## config.mk

```make
export PLATFORM = sky130hd
export DESIGN_NAME = kira_host_cluster_bridge
export DESIGN_NICKNAME = d
export VERILOG_FILES = /design/src/rtl/kira_bridge_pkg.sv /design/src/rtl/kira_imem_router.sv /design/src/rtl/kira_host_cluster_bridge.sv
export SDC_FILE = /design/constraint.sdc
export NUM_CORES = 1
export LEC_CHECK = 0
export ABC_AREA = 1
export CAP_MARGIN = 20
export CORE_AREA = 2 2 378 380
export CTS_CLUSTER_DIAMETER = 150
export CTS_CLUSTER_SIZE = 8
export DETAILED_ROUTE_END_ITERATION = 12
export DIE_AREA = 0 0 380 382
export PLACE_DENSITY = 0.32
export SLEW_MARGIN = 25
export SYNTH_ARGS = -nofsm -noshare
export SYNTH_HDL_FRONTEND = slang
export SYNTH_SLANG_ARGS = --single-unit
```

## constraint.sdc

```tcl
create_clock -name clk -period 11.5 [get_ports clk]
set_input_delay 2.3 -clock clk [delete_from_list [all_inputs] [get_ports clk]]
set_output_delay 2.3 -clock clk [all_outputs]
set_load 0.02 [all_outputs]
```

## src/rtl/kira_bridge_pkg.sv

```systemverilog
// Shared types and helpers for the host-to-cluster access bridge.
package kira_bridge_pkg;

  typedef enum logic [1:0] {
    IDLE,
    ISSUE,
    WAIT_RD,
    RESP
  } bridge_state_e;

  // Lowest imem address bit of the cluster-select field.
  function automatic int sel_lsb(input int n_pe);
    return 10 + $clog2(n_pe);
  endfunction

endpackage

```

## src/rtl/kira_imem_router.sv

```systemverilog
// Registered decode/demux of the host imem write port onto per-cluster ports.
module kira_imem_router
  import kira_bridge_pkg::*;
#(
  parameter int CL               = 8,
  parameter int N_PE_PER_CLUSTER = 16,
  parameter int IMEM_AW          = 10 + $clog2(CL * N_PE_PER_CLUSTER)
) (
  input  logic                  clk,
  input  logic                  rst,
  input  logic [31:0]           imem_dina,
  input  logic [3:0]            imem_wea,
  input  logic [IMEM_AW-1:0]    imem_addra,
  output logic [CL*32-1:0]      cl_imem_dina,
  output logic [CL*4-1:0]       cl_imem_wea,
  output logic [CL*IMEM_AW-1:0] cl_imem_addra
);

  localparam int CL_W    = (CL > 1) ? $clog2(CL) : 1;
  localparam int SEL_LSB = sel_lsb(N_PE_PER_CLUSTER);

  logic [CL_W-1:0] idx;
  logic [CL-1:0]   hit;

  generate
    if (CL > 1) begin : g_idx
      assign idx = imem_addra[SEL_LSB +: CL_W];
    end else begin : g_idx_single
      assign idx = '0;
    end
  endgenerate

  // Out-of-range selects leave every cluster port at zero, dropping the write.
  always_comb begin
    hit = '0;
    if (32'(idx) < CL) hit[idx] = 1'b1;
  end

  always_ff @(posedge clk) begin
    if (rst) begin
      cl_imem_dina  <= '0;
      cl_imem_wea   <= '0;
      cl_imem_addra <= '0;
    end else begin
      for (int i = 0; i < CL; i++) begin
        cl_imem_dina[i*32 +: 32]           <= hit[i] ? imem_dina  : '0;
        cl_imem_wea[i*4 +: 4]              <= hit[i] ? imem_wea   : '0;
        cl_imem_addra[i*IMEM_AW +: IMEM_AW] <= hit[i] ? imem_addra : '0;
      end
    end
  end

endmodule

```

## src/rtl/kira_host_cluster_bridge.sv

```systemverilog
// Host-to-cluster bridge: TCDM access engine with broadcast/timeout, imem
// write router and sticky finish aggregation.
module kira_host_cluster_bridge
  import kira_bridge_pkg::*;
#(
  parameter int CL               = 8,
  parameter int N_PE_PER_CLUSTER = 16,
  parameter int IMEM_AW          = 10 + $clog2(CL * N_PE_PER_CLUSTER),
  parameter int DW               = 32,
  parameter int AW               = 32,
  parameter int TO_W             = 8
) (
  input  logic                  clk,
  input  logic                  rst,
  input  logic                  host_req_valid,
  output logic                  host_req_ready,
  input  logic                  host_req_we,
  input  logic [AW-1:0]         host_req_addr,
  input  logic [DW-1:0]         host_req_wdata,
  input  logic [CL-1:0]         host_req_mask,
  output logic                  host_rsp_valid,
  input  logic                  host_rsp_ready,
  output logic [DW-1:0]         host_rsp_rdata,
  output logic                  host_rsp_err,
  output logic [CL-1:0]         cl_req,
  output logic [CL-1:0]         cl_we,
  output logic [AW-1:0]         cl_addr,
  output logic [DW-1:0]         cl_wdata,
  input  logic [CL-1:0]         cl_gnt,
  input  logic [CL-1:0]         cl_rvalid,
  input  logic [CL*DW-1:0]      cl_rdata,
  input  logic [31:0]           imem_dina,
  input  logic [3:0]            imem_wea,
  input  logic [IMEM_AW-1:0]    imem_addra,
  output logic [CL*32-1:0]      cl_imem_dina,
  output logic [CL*4-1:0]       cl_imem_wea,
  output logic [CL*IMEM_AW-1:0] cl_imem_addra,
  input  logic [CL-1:0]         cl_finish,
  input  logic                  finish_clr,
  output logic                  finish,
  output logic [CL-1:0]         finish_vec
);

  localparam int CL_W = (CL > 1) ? $clog2(CL) : 1;
  // Counter value in the last waiting cycle; it would reach 2**TO_W-1 on that edge.
  localparam logic [TO_W-1:0] TO_LAST = ~(TO_W'(1));

  bridge_state_e   state, state_next;
  logic            we_q;
  logic [AW-1:0]   addr_q;
  logic [DW-1:0]   wdata_q;
  logic [CL-1:0]   pend;
  logic [CL_W-1:0] sel_q;
  logic [TO_W-1:0] to_cnt;
  logic [DW-1:0]   rsp_rdata;
  logic            rsp_err;

  logic [CL_W-1:0] req_sel;
  logic            req_err;
  logic [CL-1:0]   pend_left;
  logic            timeout;
  logic            rd_hit;

  always_comb begin
    req_sel = '0;
    for (int i = 0; i < CL; i++) begin
      if (host_req_mask[i]) req_sel = CL_W'(i);
    end
  end

  assign req_err   = (host_req_mask == '0) ||
                     (!host_req_we && ($countones(host_req_mask) != 1));
  assign pend_left = pend & ~cl_gnt;
  assign timeout   = (to_cnt == TO_LAST);
  assign rd_hit    = cl_rvalid[sel_q];

  always_ff @(posedge clk) begin
    if (rst) state <= IDLE;
    else     state <= state_next;
  end

  // Grants and read data take priority over a timeout landing in the same cycle.
  always_comb begin
    state_next     = state;
    host_req_ready = 1'b0;
    host_rsp_valid = 1'b0;
    cl_req         = '0;
    cl_we          = '0;
    case (state)
      IDLE: begin
        host_req_ready = 1'b1;
        if (host_req_valid) state_next = req_err ? RESP : ISSUE;
      end
      ISSUE: begin
        cl_req = pend;
        cl_we  = pend & {CL{we_q}};
        if (pend_left == '0) state_next = we_q ? RESP : WAIT_RD;
        else if (timeout)    state_next = RESP;
      end
      WAIT_RD: begin
        if (rd_hit || timeout) state_next = RESP;
      end
      RESP: begin
        host_rsp_valid = 1'b1;
        if (host_rsp_ready) state_next = IDLE;
      end
      default: state_next = IDLE;
    endcase
  end

  always_ff @(posedge clk) begin
    if (rst) begin
      we_q      <= 1'b0;
      addr_q    <= '0;
      wdata_q   <= '0;
      pend      <= '0;
      sel_q     <= '0;
      to_cnt    <= '0;
      rsp_rdata <= '0;
      rsp_err   <= 1'b0;
    end else begin
      if (state_next != state)                    to_cnt <= '0;
      else if (state == ISSUE || state == WAIT_RD) to_cnt <= to_cnt + 1'b1;

      case (state)
        IDLE: begin
          if (host_req_valid) begin
            we_q      <= host_req_we;
            addr_q    <= host_req_addr;
            wdata_q   <= host_req_wdata;
            pend      <= host_req_mask;
            sel_q     <= req_sel;
            rsp_rdata <= '0;
            rsp_err   <= req_err;
          end
        end
        ISSUE: begin
          pend <= pend_left;
          if (pend_left != '0 && timeout) begin
            pend    <= '0;
            rsp_err <= 1'b1;
          end
        end
        WAIT_RD: begin
          if (rd_hit)       rsp_rdata <= cl_rdata[sel_q*DW +: DW];
          else if (timeout) rsp_err   <= 1'b1;
        end
        RESP: begin
          if (host_rsp_ready) begin
            rsp_rdata <= '0;
            rsp_err   <= 1'b0;
          end
        end
        default: ;
      endcase
    end
  end

  assign cl_addr        = addr_q;
  assign cl_wdata       = wdata_q;
  assign host_rsp_rdata = rsp_rdata;
  assign host_rsp_err   = rsp_err;

  // A set arriving with the clear survives it.
  always_ff @(posedge clk) begin
    if (rst) begin
      finish_vec <= '0;
      finish     <= 1'b0;
    end else begin
      finish_vec <= finish_clr ? cl_finish : (finish_vec | cl_finish);
      finish     <= &finish_vec;
    end
  end

  kira_imem_router #(
    .CL               (CL),
    .N_PE_PER_CLUSTER (N_PE_PER_CLUSTER),
    .IMEM_AW          (IMEM_AW)
  ) u_imem_router (
    .clk           (clk),
    .rst           (rst),
    .imem_dina     (imem_dina),
    .imem_wea      (imem_wea),
    .imem_addra    (imem_addra),
    .cl_imem_dina  (cl_imem_dina),
    .cl_imem_wea   (cl_imem_wea),
    .cl_imem_addra (cl_imem_addra)
  );

endmodule

```

After elaboration in Yosys (flattened, before gate mapping)
Cells that the tools add are included.
- add/sub/neg operators: 8
- $mul: 0
- reductions and logical operators: 27
- bitwise operators: 12
- multiplexer cells: 37
- equality and inequality tests: 12
- shift-type cells: 1
- magnitude comparators: 3
- div/mod/pow operators: 0
- operators with widths (kind ; number):
    indexed part select 256 x 9 -> 32 bit ; 1
    two-way mux 32 bit ; 3
    one-hot mux 32 bit (3 select lines) ; 1
    two-way mux 8 bit ; 5
    two-way mux 3 bit ; 6
    OR reduction 2 bit ; 9
    bitwise AND 8 bit ; 2
    logical NOT 8 bit ; 2
    one-hot mux 8 bit (2 select lines) ; 1
    two-way mux 2 bit ; 6
    two-way mux 1 bit ; 11
    != test 2 bit (second input constant) ; 5
    adder 1 x 1 -> 2 bit ; 4
    adder 8 x 1 -> 8 bit (second input constant) ; 1
    equality test 8 bit (second input constant) ; 1
    < comparator 3 x 4 -> 1 bit (second input constant) ; 2
    NOT 1 bit ; 8
    NOT 8 bit ; 1
    OR 8 bit ; 1
    one-hot mux 2 bit (4 select lines) ; 1
    AND reduction 8 bit ; 1
    nonzero test 8 bit ; 1
    adder 2 x 2 -> 3 bit ; 2
    AND reduction 5 bit ; 1
    other kinds (18) ; 24
- memories: 0
- latch bits: 0
- output and inout bits: 548
- word-level logic and storage cells: 135
- memory bits (writable): 0
- input port bits: 411
- ROM bits: 0
- bits in registers: 552

Depth between registers and ports, before layout
- word-level depth: 11
- gate-level depth with buffers: 19
- gate-level depth less buffers: 19

Hierarchy
Synthesis repeated with hierarchy kept, for this count alone.
- cells, all modules: 2086
- area total of the unflattened synthesis: 18122.4 µm²
- by module, submodules not included (module ; instances ; sequential area each (µm²) ; cells an instance ; area each (µm²)):
    kira_imem_router ; 1 ; 8488.1 ; 945 ; 10495.1
    kira_host_cluster_bridge ; 1 ; 2562.5 ; 1141 ; 7627.3

Worst setup path after synthesis
No wires, ideal clock.
- path type: in2reg
- from: input host_req_mask[0]
- to: register to_cnt[0]
- setup time: 0.078 ns
- setup slack: 6.171 ns
- stages on the path: 18
- required time: 11.422 ns
- path buffers: 0
- data arrival time: 5.251 ns
- cell sequence: inv_1 -> fa_1 -> fa_1 -> fa_1 -> inv_1 -> ha_1 -> inv_1 -> fa_1 -> nand2_1 -> nor2_1 -> nand2_1 -> nand2_1 -> nand2_1 -> nand2_1 -> nand3_1 -> a21oi_1 -> nand2_1 -> nor3_1
- word-level cells in the longest chain between the ends: 11
- ends and longest elaborated chain (what ; line ; RTL):
    start: declaration ; kira_host_cluster_bridge.sv:20 ; input logic [CL-1:0] host_req_mask,
    adder 1 x 1 -> 2 bit (implied by the code) ; kira_host_cluster_bridge.sv:72 ; (!host_req_we && ($countones(host_req_mask) != 1));
    adder 2 x 2 -> 3 bit (implied by the code) ; kira_host_cluster_bridge.sv:72 ;
    adder 3 x 3 -> 4 bit (implied by the code) ; kira_host_cluster_bridge.sv:72 ;
    != test 4 x 1 -> 1 bit ; kira_host_cluster_bridge.sv:72 ;
    logical AND 1 bit ; kira_host_cluster_bridge.sv:72 ;
    logical OR 1 bit * ; kira_host_cluster_bridge.sv:71 ; assign req_err = (host_req_mask == '0) ||
    two-way mux 2 bit * (2 in series) ; kira_host_cluster_bridge.sv:92 ; if (host_req_valid) state_next = req_err ? RESP : ISSUE;
    one-hot mux 2 bit (4 select lines) * ; kira_host_cluster_bridge.sv:89 ; case (state)
    != test 2 bit * ; kira_host_cluster_bridge.sv:122 ; if (state_next != state) to_cnt <= '0;
    OR reduction 2 bit (no line) * ; - ;
    end signal: assignment ; kira_host_cluster_bridge.sv:123 ; else if (state == ISSUE || state == WAIT_RD) to_cnt <= to_cnt + 1'b1;
    end: declaration ; kira_host_cluster_bridge.sv:54 ; logic [TO_W-1:0] to_cnt;
Mark *: on every way between the ends. The rest lies on a longest branch, timed or not.
A chain may end at the register's enable or synchronous reset.

Worst setup path in the final report
- from: input host_req_mask[3]
- to: register to_cnt[4]
The elaborated chain is that of the path after synthesis.

==> flow_summary.yaml <==
status:
  outcome: "finished clean"
sta:
  hold_violations: 0
  setup_viol: 0
  fin_skew_ns: 0.0283
  worst_pin_slew_ns: 1.02
  max_freq_ghz: 0.182
  fin_crit_sh: 0.479
  period_needed_ns: 5.51
  whs_ns: 0.462
  relSlewSlack: 0.321
  rsz0062_at_grt: "false"
  slew_violations: 0
  finalSetupTns_ns: 0
clock_tree:
  cts_tree: "built"
  cts.path.max_buffers: 3
  cts.hold.buffers_added: 0
  cts-root-buf: "clkbuf_16"
  htree_num_levels: 3
  cts_buffers: 78
  post_cts_buffers: 0
  clkLatencyLatePin_ns: 0.66
  clkSlewWorstSetupHoldPaths_ns: 0.06
  numClockSinks: 552
  cts_resized: 0
die:
  placementRows: 138
  die_area_um2: 145000
  chipWidth_um: 380
  initial_core_util: 0.128
  placeableCoreArea_um2: 141000
  ios: 959
  die_h_um: 382
layout:
  syn_to_final_growth_pct: 76.0
  final_util: 0.225
  final_cell_mix: "957 x clkdlybuf4s50_1, 702 x nor2_1, 549 x dfxtp_1"
  drive_above_1_share: 0.0559
  mostFrequentLayoutCell: "clkdlybuf4s50_1"
  finalNetCount: 3444
  finalNonFillerCells: 4930
grt:
  grt-busiest-layer: "met2"
  grt.met3_usage: 0.0625
  grt_max_degree: 92
  gr-usage-all-layers: 0.137
  met2_usage: 0.225
  grt_pass1_wl_um: 142000
  grt.met1_usage: 0.157
  antenna_found_initial: 25
  grt_overflow: 0
  grt_pass1_vias: 18200
worst_setup_path:
  cp_max_fo: 8
  crit_path_start_kind: "primary input"
  critPathKind: "primary input to register"
  critPathRequiredTime_ns: 12.07
  r2r_end: "host_rsp_rdata[7]"
  end_kind: "register"
  worst_ep_arrival_time_ns: 6.08
  crit-reg2reg-launch: "sel_q[0]"
  rr_worst_depth: 11
  r2r_setup_slack_ns: 7.75
synth:
  ys_warn_count: 0
  synth_area_um2: 18000
  ys_ff_latch: 552
  yosysSeqAreaShare: 0.613
  synthCells: 2081
  synth_edf_count: 0
  ys_async_sr_fraction: 0
  netlist-cell-type-count: 36
  avgSynthCellArea_um2: 8.67
  ys.flop_type: "dfxtp_1"
drt:
  antenna_left: 0
  drt_wl_total_um: 101000
  drt-pass1-iter-count: 5
  drc_errors: 0
  via_per_inst: 3.47
  vias: 17100
  routedWlPerCell_um: 20.6
  drt_iter0_drc: 793
placement:
  dp_hpwl_um: 74600
  dp_cells: 4828
  gp_congestion: 0.783
  portBuffers: 958
run:
  maxCapViolCount: 0
power_and_ir_drop:
  clock_power_share: 0.377
  p_sw_mw: 1.89
  swShare: 0.332
  p_int_mw: 3.80
  power.density_nw_per_um2: 179
  p_leak_nw: 12.2
  combPwrFrac: 0.247
  power_frac_seq: 0.376
  peakVddDrop_mv: 0.104
  finalPower_mw: 5.70
hold_path:
  min_to: "host_rsp_rdata[7]"
  min_delay_path_depth: 2
  hold_start: "host_rsp_rdata[7]"
  hold_class: "register to register"
-- how the worst max path moves through the flow --
stage                      from        end  slack (ns)  cells past startpoint
3_5_place_dp   host_req_mask[3]  to_cnt[4]        5.31                     19
3_3_place_gp   host_req_mask[3]  to_cnt[3]        5.31                     19
5_1_grt        host_req_mask[3]  to_cnt[4]        5.75                     19
6_report       host_req_mask[3]  to_cnt[4]        5.99                     19
4_1_cts        host_req_mask[3]  to_cnt[4]        6.05                     19
2_1_floorplan  host_req_mask[0]  to_cnt[0]        6.17                     18
-- stage by stage --
| stage | cell area (µm²) | setup WS, ns |
|---|---|---|
| after floorplan | 18100 | 6.17 |
| after global placement | 29600 | 5.31 |
| after detailed placement | 29600 | 5.31 |
| after CTS | 31700 | 6.05 |
| after global routing | 31700 | 5.75 |
| final | 31700 | 5.99 |
-- power groups by stage --
stage | sequential (mW) | clock (mW) | combinational [mW]
floorplan | 2.28 | 0 | 0.653
detailed placement | 2.18 | 0 | 1.44
global route | 2.16 | 2.31 | 1.55
global placement | 2.18 | 0 | 1.45
finish | 2.14 | 2.14 | 1.41
CTS | 2.15 | 2.24 | 1.44
-- synth_stat cells (4+ instances only) --
library cell	instances	area (µm²)
buf_1	4	15.0
nand2_1	96	360
nand3_1	44	220
o211ai_1	54	405
o21ai_0	176	881
nand4_1	24	150
a31oi_1	7	43.8
nor2_1	702	2640
inv_1	116	435
or2_2	43	269
a21oi_1	60	300
dfxtp_1	552	11100
nor3_1	10	50.1
o32ai_1	6	52.6
buf_6	8	90.1
buf_2	46	230
ha_1	11	138
fa_1	4	80.1
inv_2	5	18.8
o21ai_1	4	20.0
clkbuf_1	68	255
o221ai_1	16	140
-- per-layer routing --
layer  share of wire  wire length, µm  vias to the layer above
met3            0.10            10200                      135
met4           0.024             2420                        8
met5         0.00052               53                        -
met1            0.41            41500                     7818
met2            0.47            47300                      671
li1                -                -                     8468
-- state kept, by name (all words and copies together), names as in the netlist --
name and count:
u_imem_router.cl_imem_dina 256, we_q 1, host_rsp_rdata 32, state 2, pend 8, finish_vec 8
finish 1, sel_q 3, cl_addr 32, u_imem_router.cl_imem_addra 136, cl_wdata 32, host_rsp_err 1
u_imem_router.cl_imem_wea 32, to_cnt 8
-- kinds of logic after synthesis --
group                    Yosys count  share of synthesized area
other                              1                   0.000208
AO/OA/AOI/OAI                    327                      0.104
AND/OR/NAND/NOR                  927                      0.208
flip-flops                       552                      0.613
adder cells (fa/ha/maj)           15                     0.0121
XOR/XNOR                           6                    0.00291
buffers and inverters            253                     0.0601
-- area by class of cell --
type | instances | area [µm²]
Inverter | 124 | 470
Sequential cell | 552 | 11100
Fill cell | 15600 | 109000
Clock inverter | 7 | 190
Antenna cell | 16 | 40.0
Timing Repair Buffer | 975 | 9710
Clock buffer | 79 | 1960
Tap cell | 1890 | 2360
Multi-Input combinational cell | 1287 | 5960
-- worst max-delay path, cell delays in order --
cell and delay (ns):
clkdlybuf4s50_1 0.58, inv_1 0.08, fa_1 0.46, fa_1 0.51, fa_1 0.40, inv_1 0.06
ha_1 0.15, inv_1 0.05, fa_1 0.47, nand2_1 0.05, nor2_1 0.09, nand2_1 0.06
nand2_1 0.05, nand2_1 0.06, nand2_1 0.08, nand3_1 0.10, a21oi_1 0.13, nand2_1 0.19
nor3_1 0.19
Note: power is estimated with default switching activity, not from simulation.
==> edit, RTL diff (same flow settings) <==
Take the reset off `finish_vec` and load it in a clocked block of its own.
--- a/src/rtl/kira_host_cluster_bridge.sv
+++ b/src/rtl/kira_host_cluster_bridge.sv
@@ -164,12 +164,14 @@
   // A set arriving with the clear survives it.
   always_ff @(posedge clk) begin
     if (rst) begin
-      finish_vec <= '0;
       finish     <= 1'b0;
     end else begin
-      finish_vec <= finish_clr ? cl_finish : (finish_vec | cl_finish);
       finish     <= &finish_vec;
     end
+  end
+
+  always_ff @(posedge clk) begin
+    finish_vec <= finish_clr ? cl_finish : (finish_vec | cl_finish);
   end
 
   kira_imem_router #(
Check against the original RTL: not equivalent (a bounded check fails within 4 cycles, from zero or initial values and one cycle with rst high).
==> edit against the unedited design <==
Synthesized area increased by 0.22%; die area unchanged; non-clock buffer count increased by 2; cell area increased by 0.50%; sequential cell count unchanged; worst hold slack got worse by 0.00096 ns; sequential share of layout area decreased by 0.17 points; clock skew increased by 0.017 ns; routed wire length increased by 2.4%; power increased by 2.4%; via count increased by 1.2%; combinational power increased by 8%; setup slack got worse by 0.035 ns.
==> edit: results (changes against the unedited design) <==
Detailed routing
  • Vias after detailed routing: 17300 (was 17100)
  • DR iter-0 viols: 769 (was 793)
  • Wirelength per Cell: 21.0 um (was 20.6 um)

Final layout
  • # nets final: 3453 (was 3444)
  • Fill count: 15700 (was 15600)
  • Layout cell share with drive strength beyond 1: 0.0626 (was 0.0559)

Placed design
  • Gpl congestion: 0.802 (was 0.783)
  • DP Wirelength: 77.8 mm (was 74.6 mm)

Synthesis
  • Yosys cell types: 38 (was 36)
  • Synth top cells by count: nor2_1, dfxtp_1, o21ai_0, inv_1, nand2_1 (unchanged)
  • Sequential share of the synthesized area: 0.611 (was 0.613)
  • Top area cells in the synthesized netlist: dfxtp_1, nor2_1, o21ai_0, inv_1, o211ai_1 (unchanged)

Clock network
  • Clock buffer count from CTS: 79 (was 78)
  • Clk_lat worst skew: 0.69 ns (was 0.66 ns)

Pwr
  • Static leakage: 12.3 nW (was 12.2 nW)
  • Peak VDD IR: 0.101 mV (was 0.104 mV)
  • Switching Share: 0.338 (was 0.332)

Global route
  • First-pass GRT wire length: 143 mm (was 142 mm)
  • GRT Total Usage: 0.139 (was 0.137)
  • Vias in the first global route: 18200 (about the same)
  • Number of antenna violations at the first check in global routing: 29 (was 25)

Hold path
  • HP Start: host_rsp_rdata[21]$_SDFFE_PP0P_ (was host_rsp_rdata[7]$_SDFFE_PP0P_)

Worst setup path
  • Crit path DAT: 6.10 ns (was 6.08 ns)

Timing
  • Fmax: 0.180 GHz (was 0.182 GHz)
  • Setup Skew: 0.0449 ns (was 0.0283 ns)

Status
  • Status: finished, final reports clean (unchanged)
-- edit: cell count changes in the layout (fill, tap and decap cells not counted), sizes merged, moves of 3 or more --
cell    unedited run  this run
inv              125       130
clkbuf            79        82
or2               44        47
diode             16        22
o21bai             0         9
nand2            100       105
nor2             703       696
clkinv             6        10
a21oi             60        51
-- edit: power groups by stage --
stage / Combinational [mW] / Clock (mW) / Sequential, mW
after detailed placement: 1.55 / 0 / 2.18
after global routing: 1.67 / 2.35 / 2.16
after global placement: 1.56 / 0 / 2.18
after CTS: 1.55 / 2.28 / 2.15
after floorplan: 0.703 / 0 / 2.30
final: 1.52 / 2.17 / 2.14
-- edit: area by class of cell --
type,instances,share of cell area
multi-input combinational,1285,0.188
clock buffer,82,0.0623
tap,1890,0.0741
sequential,552,0.347
antenna,22,0.00173
inverter,132,0.0156
clock inverter,8,0.00686
timing repair buffer,977,0.305
-- edit: per-layer routing --
| layer | wire length, um | track usage | vias to the layer above |
|---|---|---|---|
| met5 | 80 | 0 | - |
| met4 | 1990 | 0.0420 | 14 |
| met3 | 10500 | 0.0635 | 122 |
| met2 | 47800 | 0.225 | 691 |
| met1 | 43500 | 0.164 | 8007 |
| li1 | - | - | 8477 |
-- edit: path summary, 6_finish.rpt --
check,endpoint,slack (ns),cells after the start
min reg2reg,host_rsp_rdata[21]$_SDFFE_PP0P_,0.46,2
max,to_cnt[2]$_SDFFE_PP0P_,5.96,19
min,host_rsp_rdata[21]$_SDFFE_PP0P_,0.46,2
max reg2reg,host_rsp_rdata[3]$_SDFFE_PP0P_,8.41,6
-- edit: logic make-up (layout without fill, tap and decap cells) --
| group | count (synthesis) | in the layout | share of synthesized area |
|---|---|---|---|
| buffers and inverters | 261 | 1199 | 0.0603 |
| and+or+nand+nor | 930 | 930 | 0.210 |
| other | 1 | 34 | 0.000207 |
| adders and majority gates | 15 | 15 | 0.0120 |
| AOI/OAI and AO/OA | 322 | 322 | 0.103 |
| DFF | 552 | 552 | 0.611 |
| xor gates and xnor gates | 6 | 6 | 0.00291 |
-- edit: per-stage QoR --
| step | setup slack, ns | hold slack, ns | cells | utilization |
|---|---|---|---|---|
| final | 5.96 | 0.461 | 4948 | 0.226 |
| after global routing | 5.75 | 0.480 | 4938 | 0.226 |
| after CTS | 6.04 | 0.465 | 4926 | 0.226 |
| after detailed placement | 5.28 | 0.457 | 4836 | 0.210 |
| after global placement | 5.34 | 0.454 | 4836 | 0.210 |
| after floorplan | 6.17 | 0.457 | 2098 | - |
-- edit: tightest hold or removal path, stage by stage (launching register included) --
cell and delay [ns]:
dfxtp_1 0.30, nand2_1 0.06, a21oi_1 0.05
